[config.mk]
export PLATFORM = sky130hd
export DESIGN_NAME = count_enable_ctrl
export DESIGN_NICKNAME = d
export VERILOG_FILES = /design/src/rtl/count_ctrl_pkg.sv /design/src/rtl/button_debounce.sv /design/src/rtl/count_enable_ctrl.sv
export SDC_FILE = /design/constraint.sdc
export NUM_CORES = 1
export LEC_CHECK = 0
export CAP_MARGIN = 25
export CELL_PAD_IN_SITES_DETAIL_PLACEMENT = 1
export CELL_PAD_IN_SITES_GLOBAL_PLACEMENT = 2
export CORE_UTILIZATION = 34
export CTS_CLUSTER_DIAMETER = 100
export DETAILED_ROUTE_END_ITERATION = 10
export PLACE_DENSITY_LB_ADDON = 0.1
export REMOVE_ABC_BUFFERS = 1
export SLEW_MARGIN = 40
export SYNTH_ARGS = -nofsm -noshare
export SYNTH_HDL_FRONTEND = slang
export SYNTH_SLANG_ARGS = --single-unit
[constraint.sdc]
create_clock -name clock -period 1.25 [get_ports clock]
set_input_delay 0.1875 -clock clock [delete_from_list [all_inputs] [get_ports clock]]
set_output_delay 0.1875 -clock clock [all_outputs]
set_load 0.01 [all_outputs]
[src/rtl/count_ctrl_pkg.sv]
// Shared types and defaults for the counter run/stop controller.
package count_ctrl_pkg;

    typedef enum logic [1:0] {
        StIdle  = 2'b00,
        StRun   = 2'b01,
        StPause = 2'b10
    } ctrl_state_e;

    localparam int unsigned DefaultDebounceCycles = 4;
    localparam int unsigned DefaultPrescale       = 2;

    function automatic int unsigned max_u(input int unsigned a, input int unsigned b);
        return (a > b) ? a : b;
    endfunction

endpackage

[src/rtl/button_debounce.sv]
// Synchronises and debounces a raw push-button and emits a one-cycle pulse per press.
module button_debounce
    import count_ctrl_pkg::*;
#(
    parameter int unsigned DEBOUNCE_CYCLES = DefaultDebounceCycles
) (
    input  logic clock,
    input  logic reset,
    input  logic button,
    output logic press
);

    localparam int unsigned CntW   = $clog2(DEBOUNCE_CYCLES) + 1;
    // Flip on the edge the counter would reach DEBOUNCE_CYCLES-1, so btn_db follows
    // a clean rise DEBOUNCE_CYCLES edges after the first sampling edge.
    localparam int unsigned FlipAt = (DEBOUNCE_CYCLES >= 2) ? DEBOUNCE_CYCLES - 2 : 0;
    // The sync chain reads low for two edges after reset even with the button held,
    // so arming needs at least three consecutive low samples.
    localparam int unsigned ArmAt  = max_u(DEBOUNCE_CYCLES - 1, 2);
    localparam int unsigned ArmW   = $clog2(ArmAt + 1);

    logic            sync1_q, sync2_q, btn_s;
    logic            btn_db_q, btn_db_d, db_prev_q;
    logic [CntW-1:0] db_cnt_q, db_cnt_d;
    logic [ArmW-1:0] low_cnt_q, low_cnt_d;
    logic            armed_q, armed_d;
    logic            press_q, press_d;

    assign btn_s = sync2_q;

    always_comb begin
        btn_db_d = btn_db_q;
        db_cnt_d = '0;
        if (btn_s != btn_db_q) begin
            if (db_cnt_q == CntW'(FlipAt)) begin
                btn_db_d = btn_s;
            end else begin
                db_cnt_d = db_cnt_q + 1'b1;
            end
        end
    end

    // A button held through reset is not a press: only arm once a stable low is seen.
    always_comb begin
        low_cnt_d = '0;
        armed_d   = armed_q;
        if (!btn_s && !btn_db_q) begin
            if (low_cnt_q == ArmW'(ArmAt)) begin
                armed_d = 1'b1;
            end else begin
                low_cnt_d = low_cnt_q + 1'b1;
            end
        end
    end

    assign press_d = armed_q & btn_db_q & ~db_prev_q;

    always_ff @(posedge clock or posedge reset) begin
        if (reset) begin
            sync1_q   <= 1'b0;
            sync2_q   <= 1'b0;
            btn_db_q  <= 1'b0;
            db_prev_q <= 1'b0;
            db_cnt_q  <= '0;
            low_cnt_q <= '0;
            armed_q   <= 1'b0;
            press_q   <= 1'b0;
        end else begin
            sync1_q   <= button;
            sync2_q   <= sync1_q;
            btn_db_q  <= btn_db_d;
            db_prev_q <= btn_db_q;
            db_cnt_q  <= db_cnt_d;
            low_cnt_q <= low_cnt_d;
            armed_q   <= armed_d;
            press_q   <= press_d;
        end
    end

    assign press = press_q;

endmodule

[src/rtl/count_enable_ctrl.sv]
// Run/pause controller producing a prescaled enable strobe for the 4-bit up counter.
module count_enable_ctrl
    import count_ctrl_pkg::*;
#(
    parameter int unsigned DEBOUNCE_CYCLES = DefaultDebounceCycles,
    parameter int unsigned PRESCALE        = DefaultPrescale
) (
    input  logic clock,
    input  logic reset,
    input  logic button,
    input  logic clear,
    output logic enable,
    output logic running
);

    localparam int unsigned     PreW    = (PRESCALE > 1) ? $clog2(PRESCALE) : 1;
    localparam logic [PreW-1:0] PreLast = PreW'(PRESCALE - 1);

    logic            press;
    ctrl_state_e     state_q, state_d;
    logic [PreW-1:0] presc_q, presc_d;

    button_debounce #(
        .DEBOUNCE_CYCLES (DEBOUNCE_CYCLES)
    ) u_debounce (
        .clock  (clock),
        .reset  (reset),
        .button (button),
        .press  (press)
    );

    always_ff @(posedge clock or posedge reset) begin
        if (reset) begin
            state_q <= StIdle;
        end else begin
            state_q <= state_d;
        end
    end

    // clear wins over a coincident press, which is simply lost.
    always_comb begin
        state_d = state_q;
        if (clear) begin
            state_d = StIdle;
        end else if (press) begin
            case (state_q)
                StIdle:  state_d = StRun;
                StRun:   state_d = StPause;
                StPause: state_d = StRun;
                default: state_d = StIdle;
            endcase
        end
    end

    always_comb begin
        running = (state_q == StRun);
        enable  = running && (presc_q == PreLast);
    end

    // Only cycles that stay in RUN advance the phase, so a resume picks up where it left off.
    always_comb begin
        presc_d = presc_q;
        if (PRESCALE == 1) begin
            presc_d = '0;
        end else if (state_q == StIdle && state_d == StRun) begin
            presc_d = '0;
        end else if (state_q == StRun && state_d == StRun) begin
            presc_d = (presc_q == PreLast) ? '0 : presc_q + 1'b1;
        end
    end

    always_ff @(posedge clock or posedge reset) begin
        if (reset) begin
            presc_q <= '0;
        end else begin
            presc_q <= presc_d;
        end
    end

endmodule
==> metrics.md <==
| Metric | Value |
|---|---|
| Final min period | ~1.3 ns |
| CTS buffer count | 3 |
| Critical-path cell list | and2b_1 > and2_4 > buf_6 |
| Clock slew at reported path FFs | roughly 0.080 ns |
| Slew @ Worst Pin | approximately 0.23 ns |
| Synth Instances | 47 |
| Fillcell total | roughly 170 |
| CP max stage delay | between 0.3 and 0.4 ns |
| Critical-path top delay cell | dfrtp_1 |
| RSZ-0062 raised after global routing | yes |
| Worst Path Max Fanout | 3 |
| DRC | 0 |
| WS Path Type | reg2out |
| TritonRoute pass-1 iters | 4 |
| Vias in the first global route | 437 |
| Leading post-synthesis cells by cell area | dfrtp_1, and2_1, ha_1, mux2i_1, xnor2_1 |
| R2r setup slk | ~0.050 ns |
| Leakage power | 0.355 nW |
| Floorplan row count | 14 |
| Die Ht | about 43 µm |
| Pins Over Slew Limit | 0 |
| Count of unique library cells instantiated by Yosys | 17 |
| PwrDens | around 2000 nW/µm² |
| Post-Route Utilization | between 40% and 50% |
| Ys Warns | 0 |
| Htree depth | 1 |
| Root buf cell | clkbuf_4 |
| Total wire length | about 1000 µm |
| Layout cells sized above 1 | roughly 26% |
| Violated checks | setup timing |
| Cell area after synthesis | approximately 570 µm² |
| Ys flop type | dfrtp_1 |
| Part of the cycle the worst path needs | 105% |
| Tot GR Track Use | 13.1% |
| Startpoint types | register |
| Most frequent cells after synthesis | dfrtp_1, and2_1, inv_1, nand2_1, nor2_1 |
| Largest net degree at the start of global routing | 15 |
| Global-route wire length before repair | 1730 µm |
| Max clock buf depth | 2 |
| Post-synthesis sequential area ratio | between 60% and 70% |
| Top delay family on crit path | flip-flops |
| Fin nets | a little under 70 |
| Via Count | approximately 390 |
| GP Congestion | about 0.6 |
| Status | complete, but fails checks |
| Cell with the most instances after synthesis | dfrtp_1 |
| CTS tree | yes |
| Max-cap viol count | 0 |
| Antenna violations before repair | 0 |
| Die outline width | about 43 µm |
| Crit path required time | around 1.1 ns |
| Antenna viol nets, final | 0 |
| Clk_skew | 0.000580 ns |
| Post-synth EDFFs | 0 |
| CTS Sinks | 14 |
| Hold Fails Final Rpt | 0 |
| Arrival @ worst endpoint | roughly 1.1 ns |
| Pre-CTS setup slack | -0.201 ns |
| Yosys reg bits | 14 |
| Core area | around 1500 µm² |
| Clock latency on the worst-skew pair | roughly 0.27 ns |
| Drt via density | 5.03 |
| Mean cell area of the mapped netlist | about 12 µm² |
| Final setup vio count | 1 |
| Slew headroom | ~85% |
| Cts hold-fix bufs | 0 |
| Final worst slack | -0.0602 ns |
| Leading area contributor after synthesis | dfrtp_1 |
| Dpl hpwl | approximately 800 µm |
| GR Overflow Total | 0 |
| PortBufs | 5 |
| Area grow syn2layout | 28.6% |
| DR WL/cell | roughly 13 µm |
| Crit. End Element | primary output |
| Synth top area share | 61.7% |
| Die area | approximately 1800 µm² |
| DR iter-0 viols | 1 |
| Asr flop ratio synth | 100% |
| Starting Density | between 30% and 40% |
| Ports | 6 |
| Hold WC Path Type | in2async |
| Ant diodes | 0 |
| WP buf/inv | 1 |
| Max Freq | around 760 MHz |
| Peak supply drop | 0.932 mV |
[cell usage in the layout (no fill, tap or decap), types with 2 or more instances in the layout]
cell type / instances
mux2i_1: 2
clkdlybuf4s50_1: 3
buf_4: 6
and2b_1: 2
dfrtp_1: 14
xnor2_1: 2
nor3b_1: 2
nand2_1: 4
clkbuf_4: 3
inv_1: 4
nor2_1: 4
and2_1: 3
[power by group]
part           internal (mW)  leakage, nW  switching (mW)
Clock                  0.177       0.0210           0.140
Sequential             0.588        0.181           0.101
Combinational          0.247        0.154           0.179
Total                   1.01        0.355           0.420
[flip-flops by register name, summed over array words and instances (netlist names)]
name and cells:
presc_q 1, state_q 2, u_debounce.armed_q 1, u_debounce.btn_db_q 1, u_debounce.btn_s 1, u_debounce.db_cnt_q 3
u_debounce.db_prev_q 1, u_debounce.low_cnt_q 2, u_debounce.press 1, u_debounce.sync1_q 1
[timing repair]
| item | 4_1_cts | 5_1_grt |
|---|---|---|
| setup endpoints to repair | 3 | 3 |
| gates resized for setup | 5 | 6 |
| gates cloned | 0 | 0 |
| buffers inserted | 1 | 1 |
| pin swaps | 1 | 0 |
[routing by layer]
layer / routed length, µm / share of wire [%] / vias up / GRT usage (%)
met5: 0 / 0 / - / 0
met4: 18 / 1.8 / 0 / 9.38
met3: 41 / 4.0 / 4 / 2.55
met2: 572 / 56 / 8 / 22.7
met1: 381 / 38 / 194 / 14.0
li1: - / - / 186 / -
[tightest hold or removal path, cell delays in order]
cell             delay, ns
clkdlybuf4s50_1       0.40
inv_1                 0.05
buf_4                 0.21
[cells by family after synthesis]
kind of cell,Yosys count,share of synthesized area (%)
buf+inv,4,2.64
compound gates,5,5.28
mux,2,3.52
flops,14,61.7
simple gates,18,19.4
fa+ha+maj,2,4.40
xor+xnor,2,3.08
[stage by stage]
| stage | cell area (µm²) | hold WS (ns) | total power, mW | setup TNS, ns | instances |
|---|---|---|---|---|---|
| 4_1_cts | 706 | 0.209 | 1.42 | -0.183 | 77 |
| 2_1_floorplan | 568 | 0.0767 | 0.923 | 0 | 47 |
| 6_report | 731 | 0.206 | 1.43 | -0.0602 | 78 |
| 3_3_place_gp | 668 | 0.340 | 1.03 | -0.161 | 72 |
| 5_1_grt | 731 | 0.241 | 1.55 | -0.135 | 78 |
| 3_5_place_dp | 668 | 0.352 | 1.09 | -0.261 | 72 |
[path summary, 6_finish.rpt]
check                           cells past startpoint                      end                start
worst min-delay path                                3  u_debounce.low_cnt_q[1]                reset
worst max register to register                      5      u_debounce.btn_db_q  u_debounce.btn_db_q
worst max-delay path                                3                   enable           state_q[1]
max in group asynchronous                           3   u_debounce.db_cnt_q[2]                reset
min in group clock                                  1       u_debounce.sync1_q               button
worst min register to register                      0         u_debounce.btn_s   u_debounce.sync1_q
[cell type report]
type                            instances  area (µm²)  area share, %
Timing Repair Buffer                   11        91.3           12.5
Inverter                                4        15.0           2.05
Tap cell                               16        20.0           2.74
Multi-Input combinational cell         29         218           29.8
Sequential cell                        14         350           47.9
Clock buffer                            4        36.3           4.97
(Power assumes the default switching activity.)
==> patch 1: new RTL, same flow settings <==
The package constant `DefaultDebounceCycles` goes from 4 to 8.
--- a/src/rtl/count_ctrl_pkg.sv
+++ b/src/rtl/count_ctrl_pkg.sv
@@ -7,7 +7,7 @@
         StPause = 2'b10
     } ctrl_state_e;
 
-    localparam int unsigned DefaultDebounceCycles = 4;
+    localparam int unsigned DefaultDebounceCycles = 8;
     localparam int unsigned DefaultPrescale       = 2;
 
     function automatic int unsigned max_u(input int unsigned a, input int unsigned b);
Check against the original RTL: not equivalent (Yosys sat finds a counterexample within 10 cycles, from zero or initial values and one cycle with reset high).
==> patch 1 against the original RTL <==
  * The run still ends with setup timing left
  * Synthesized area grew 19%
  * Setup slack gained 0.014 ns
  * First-iteration DRC count grew to 5.0 times the old value
  * Wire length grew 4.7%
  * Cell area grew 16%
  * Sequential cell count grew 2
  * Sequential power shrank 2%
  * Die area grew 18%
  * Total power shrank 9.0%
  * Count of clock-buffer cells in the layout is the same
==> patch 1: results (changes against the original RTL) <==
\begin{tabular}{lr}
\hline
Metric & Value \\
\hline
\multicolumn{2}{l}{\textbf{STA}} \\
\quad Setup violations, final & 1 (unchanged) \\
\quad Final setup TNS & -0.0463 ns (+0.0139 ns) \\
\quad Worst-case setup margin in the final layout & -0.0463 ns (+0.0139 ns) \\
\quad Setup clock skew after layout & 0.000945 ns (+0.000365 ns) \\
\quad Worst rel slew slack & 84.4\% (-0.22 points) \\
\multicolumn{2}{l}{\textbf{Global routing}} \\
\quad Vias in the first global route & 480 (+9.8\%) \\
\quad Number of antenna violations at the first check in global routing & 0 (unchanged) \\
\quad Wire length of the first global-routing pass & 1.90 mm (+10\%) \\
\quad Global router's overall resource usage & 12.7\% (-0.41 points) \\
\quad Maximum number of pins on one net before global-route repair & 17 (+2) \\
\multicolumn{2}{l}{\textbf{Place}} \\
\quad Cell Area, Placed & 802 um2 (+20\%) \\
\quad Detailed Place HPWL & 816 um (+2.0\%) \\
\quad Placer's final routability congestion estimate & 0.648 (+6.2\%) \\
\multicolumn{2}{l}{\textbf{Synthesis}} \\
\quad Count of distinct cell types in the synthesized netlist & 21 (+4) \\
\quad Seq/Total Area, Yosys & 59.3\% (-2.4 points) \\
\quad List of most frequent post-synthesis cells & 16 x sky130\_fd\_sc\_hd\_\_dfrtp\_1, 5 x sky130\_fd\_sc\_hd\_\_ha\_1, 5 x sky130\_fd\_sc\_hd\_\_inv\_1, 5 x sky130\_fd\_sc\_hd\_\_nor2\_1 \\
\quad Dominant cells by area after synthesis & sky130\_fd\_sc\_hd\_\_dfrtp\_1 59\%, sky130\_fd\_sc\_hd\_\_ha\_1 9.3\%, sky130\_fd\_sc\_hd\_\_mux2i\_1 4.4\%, sky130\_fd\_sc\_hd\_\_nor3b\_1 3.3\%, sky130\_fd\_sc\_hd\_\_and2\_1 2.8\% \\
\multicolumn{2}{l}{\textbf{Power and ir drop}} \\
\quad IR Drop Worst-Case VDD & 0.808 mV (-13\%) \\
\quad Static leakage power & 0.443 nW (+25\%) \\
\multicolumn{2}{l}{\textbf{Min path}} \\
\quad Hold Crit Class & input pin to async pin \\
\multicolumn{2}{l}{\textbf{Routing}} \\
\quad Count of vias placed by the detailed router & 444 (+13\%) \\
\quad Violation count after the first detailed-routing iteration & 5 (+4) \\
\quad Routed wire length & 1.06 mm (+4.7\%) \\
\quad Total iterations of the first detailed-routing run & 2 (-2) \\
\multicolumn{2}{l}{\textbf{Run status}} \\
\quad Result of the run & finished, violations left \\
\quad Violations in the final reports & setup timing \\
\multicolumn{2}{l}{\textbf{Finish}} \\
\quad Registers with the most flip-flops & u\_debounce.db\_cnt\_q: 4 flops, u\_debounce.low\_cnt\_q: 3 flops, state\_q: 2 flops \\
\quad Nets & 84 (+22\%) \\
\quad Fraction of final layout cells sized beyond drive strength 1 & 21.6\% (-4.2 points) \\
\hline
\end{tabular}
## patch 1: cell types whose count changed after synthesis, sizes merged, moves of 2 or more
cell,change
nand2,-2
dfrtp,+2
nand2b,+2
ha,+3
## patch 1: kinds of logic (layout without fill, tap and decap cells)
group           Yosys count  after routing  share of synthesized area (%)
compound gates            5              5                           4.81
simple gates             21             21                           18.1
xor+xnor                  1              1                           1.30
mux                       3              3                           4.44
flops                    16             16                           59.3
buf+inv                   5             23                           2.78
fa+ha+maj                 5              5                           9.26
## patch 1: cell type report
class / count / area, um2
fill: 205 / 951
sequential: 16 / 400
multi-input combinational: 35 / 256
timing repair buffer: 14 / 108
clock buffer: 4 / 36.3
tap: 25 / 31.3
inverter: 5 / 18.8
## patch 1: worst register-to-register path, stage by stage (launching register included)
cell and delay, ns:
sky130_fd_sc_hd__dfrtp_1 0.41, sky130_fd_sc_hd__ha_1 0.20, sky130_fd_sc_hd__and3b_2 0.22, sky130_fd_sc_hd__nand2_1 0.08, sky130_fd_sc_hd__mux2i_1 0.17
## patch 1: through the flow
step | instances | total power [mW] | setup slack (ns) | hold WS (ns)
2_1_floorplan | 56 | 0.865 | 0.125 | 0.101
3_3_place_gp | 92 | 0.981 | -0.135 | 0.345
3_5_place_dp | 92 | 0.990 | -0.164 | 0.337
4_1_cts | 98 | 1.33 | -0.0507 | 0.203
5_1_grt | 99 | 1.40 | -0.103 | 0.241
6_report | 99 | 1.30 | -0.0463 | 0.203
## patch 1: final timing paths
check / from / endpoint / slack (ns) / cells after the start
worst max-delay path: state_q[1]$_DFF_PP0_ / enable / -0.05 / 3
worst min-delay path: reset / u_debounce.low_cnt_q[1]$_DFF_PP0_ / 0.20 / 3
worst max register to register: u_debounce.db_cnt_q[1]$_DFF_PP0_ / u_debounce.btn_db_q$_DFFE_PP0P_ / 0.11 / 4
worst min register to register: u_debounce.sync1_q$_DFF_PP0_ / u_debounce.btn_s$_DFF_PP0_ / 0.37 / 0
max in group asynchronous: reset / u_debounce.db_prev_q$_DFF_PP0_ / 0.87 / 3
min in group clock: button / u_debounce.sync1_q$_DFF_PP0_ / 0.35 / 1
## patch 1: where the power goes
part           total (mW)  switching, mW  internal [mW]
clock network       0.329          0.152          0.177
registers           0.676         0.0555          0.621
logic               0.297          0.132          0.165
## patch 1: layer usage
metal,part of all wire [%],GRT usage (%)
met5,0,0
met3,2.8,2.35
met4,1.5,7.06
met2,49,21.4
met1,47,15.0
## patch 1: repair_timing
item                                    in CTS  in global routing
gates cloned                                 0                  0
pin swaps                                    1                  0
endpoints found under the setup margin       2                  1
buffers inserted                             2                  1
resized for setup                            8                  0
hold buffers                                 0                  0
==> patch 2: new RTL, config.mk and constraints unchanged <==
Made on the original files. Encoding of `ctrl_state_e`: now one-hot (3 bits for 3 states).
--- a/src/rtl/count_ctrl_pkg.sv
+++ b/src/rtl/count_ctrl_pkg.sv
@@ -1,10 +1,10 @@
 // Shared types and defaults for the counter run/stop controller.
 package count_ctrl_pkg;
 
-    typedef enum logic [1:0] {
-        StIdle  = 2'b00,
-        StRun   = 2'b01,
-        StPause = 2'b10
+    typedef enum logic [2:0] {
+        StIdle  = 3'b001,
+        StRun   = 3'b010,
+        StPause = 3'b100
     } ctrl_state_e;
 
     localparam int unsigned DefaultDebounceCycles = 4;
Behaviour: no difference found for any inputs over 10 cycles, from zero or initial values and one cycle with reset high; not proved beyond that.
==> patch 2 against the original RTL <==
  * The run still ends with setup timing left
  * Via count grew 19%
  * Combinational power grew 12%
  * Final cell count grew 31%
  * Total power grew 3.9%
  * Setup slack lost 0.021 ns
  * Die area grew 16%
  * Sequential cell count grew 1
  * Cell area grew 22%
  * Clock skew grew 0.00081 ns
  * Count of clock-buffer cells in the layout shrank 1
  * First-iteration DRC count grew 100%
  * Clock power shrank 14%
  * Synthesized area grew 17%
  * Wire length grew 20%
==> patch 2: results (changes against the original RTL) <==
\begin{tabular}{lr}
\hline
Metric & Value \\
\hline
\multicolumn{2}{l}{\textbf{Run status}} \\
\quad Result of the run & finished, violations left \\
\quad Violations in the final reports & setup timing \\
\multicolumn{2}{l}{\textbf{STA}} \\
\quad Final setup TNS & -0.127 ns (-0.0664 ns) \\
\quad Setup violations, final & 2 (+1) \\
\quad Worst-case setup margin in the final layout & -0.0817 ns (-0.0215 ns) \\
\multicolumn{2}{l}{\textbf{Global routing}} \\
\quad Wire length of the first global-routing pass & 2.10 mm (+22\%) \\
\quad Vias in the first global route & 461 (+5.5\%) \\
\multicolumn{2}{l}{\textbf{Power and ir drop}} \\
\quad Int Power & 1.04 mW (+2.4\%) \\
\quad Power consumed by sequential cells & 0.737 mW (+7.1\%) \\
\quad Proportion of power drawn by combinational gates & 32.1\% (+2.3 points) \\
\multicolumn{2}{l}{\textbf{Synthesis}} \\
\quad List of most frequent post-synthesis cells & 14 x sky130\_fd\_sc\_hd\_\_dfrtp\_1, 5 x sky130\_fd\_sc\_hd\_\_nand2\_1, 4 x sky130\_fd\_sc\_hd\_\_and2\_1, 4 x sky130\_fd\_sc\_hd\_\_inv\_1 \\
\quad Seq/Total Area, Yosys & 56.7\% (-5.0 points) \\
\quad Count of distinct cell types in the synthesized netlist & 24 (+7) \\
\quad Number of cells produced by synthesis & 57 (+21\%) \\
\multicolumn{2}{l}{\textbf{Setup path}} \\
\quad Register-to-register path setup slack & -0.04 ns (-0.09 ns) \\
\quad Data arrival time of the critical path & 1.14 ns (+0.02 ns) \\
\quad Maximum cell stage delay along the critical path & 0.56 ns (+0.17 ns) \\
\multicolumn{2}{l}{\textbf{Routing}} \\
\quad Violation count after the first detailed-routing iteration & 2 (+1) \\
\quad Routed wire length & 1.22 mm (+20\%) \\
\multicolumn{2}{l}{\textbf{Finish}} \\
\quad Final core utilization & 50.0\% (+2.6 points) \\
\quad Nets & 84 (+22\%) \\
\multicolumn{2}{l}{\textbf{Place}} \\
\quad Post-placement setup slack & -0.211 ns (-0.0102 ns) \\
\quad Placer's final routability congestion estimate & 0.636 (+4.3\%) \\
\quad Detailed Place HPWL & 891 um (+11\%) \\
\quad Cell Area, Placed & 808 um2 (+21\%) \\
\quad Number of cells in the design after placement & 95 (+32\%) \\
\hline
\end{tabular}
[patch 2: routing by layer]
metal | routed length [um] | vias up | GRT usage [%]
met4 | 12 | 0 | 7.06
met3 | 42 | 2 | 5.88
met1 | 614 | 225 | 20.9
met2 | 549 | 5 | 20.8
li1 | - | 234 | -
met5 | 0 | - | 0
[patch 2: path summary, 6_finish.rpt]
| check | startpoint | to | cells after the start |
|---|---|---|---|
| max | state_q[0]$_DFF_PP1_ | enable | 3 |
| min | reset | u_debounce.db_prev_q$_DFF_PP0_ | 3 |
| max reg2reg | state_q[0]$_DFF_PP1_ | state_q[1]$_DFF_PP0_ | 4 |
| min reg2reg | u_debounce.sync1_q$_DFF_PP0_ | u_debounce.btn_s$_DFF_PP0_ | 0 |
| max in group asynchronous | reset | state_q[0]$_DFF_PP1_ | 3 |
| min in group clock | button | u_debounce.sync1_q$_DFF_PP0_ | 1 |
[patch 2: repair_timing]
action,in CTS,in global routing
resized for setup,12,3
setup endpoints to repair,5,5
pin swaps,7,4
buffers inserted,3,1
gates cloned,0,0
[patch 2: worst min-delay path, cell delays in order]
cell,delay (ns)
sky130_fd_sc_hd__clkdlybuf4s50_1,0.39
sky130_fd_sc_hd__inv_1,0.05
sky130_fd_sc_hd__buf_4,0.21
[patch 2: cells by family after synthesis]
family	share of synthesized area (%)
muxes	4.52
xor gates and xnor gates	2.64
and+or+nand+nor	21.5
buffers and inverters	3.01
AOI/OAI and AO/OA	7.91
DFF	56.7
adders and majority gates	3.77
[patch 2: cell type report]
| cell class | count | share of cell area, % |
|---|---|---|
| Inverter | 4 | 1.68 |
| Timing Repair Buffer | 17 | 15.0 |
| Multi-Input combinational cell | 37 | 34.5 |
| Clock inverter | 1 | 0.561 |
| Clock buffer | 3 | 2.52 |
| Sequential cell | 15 | 42.2 |
| Tap cell | 25 | 3.51 |
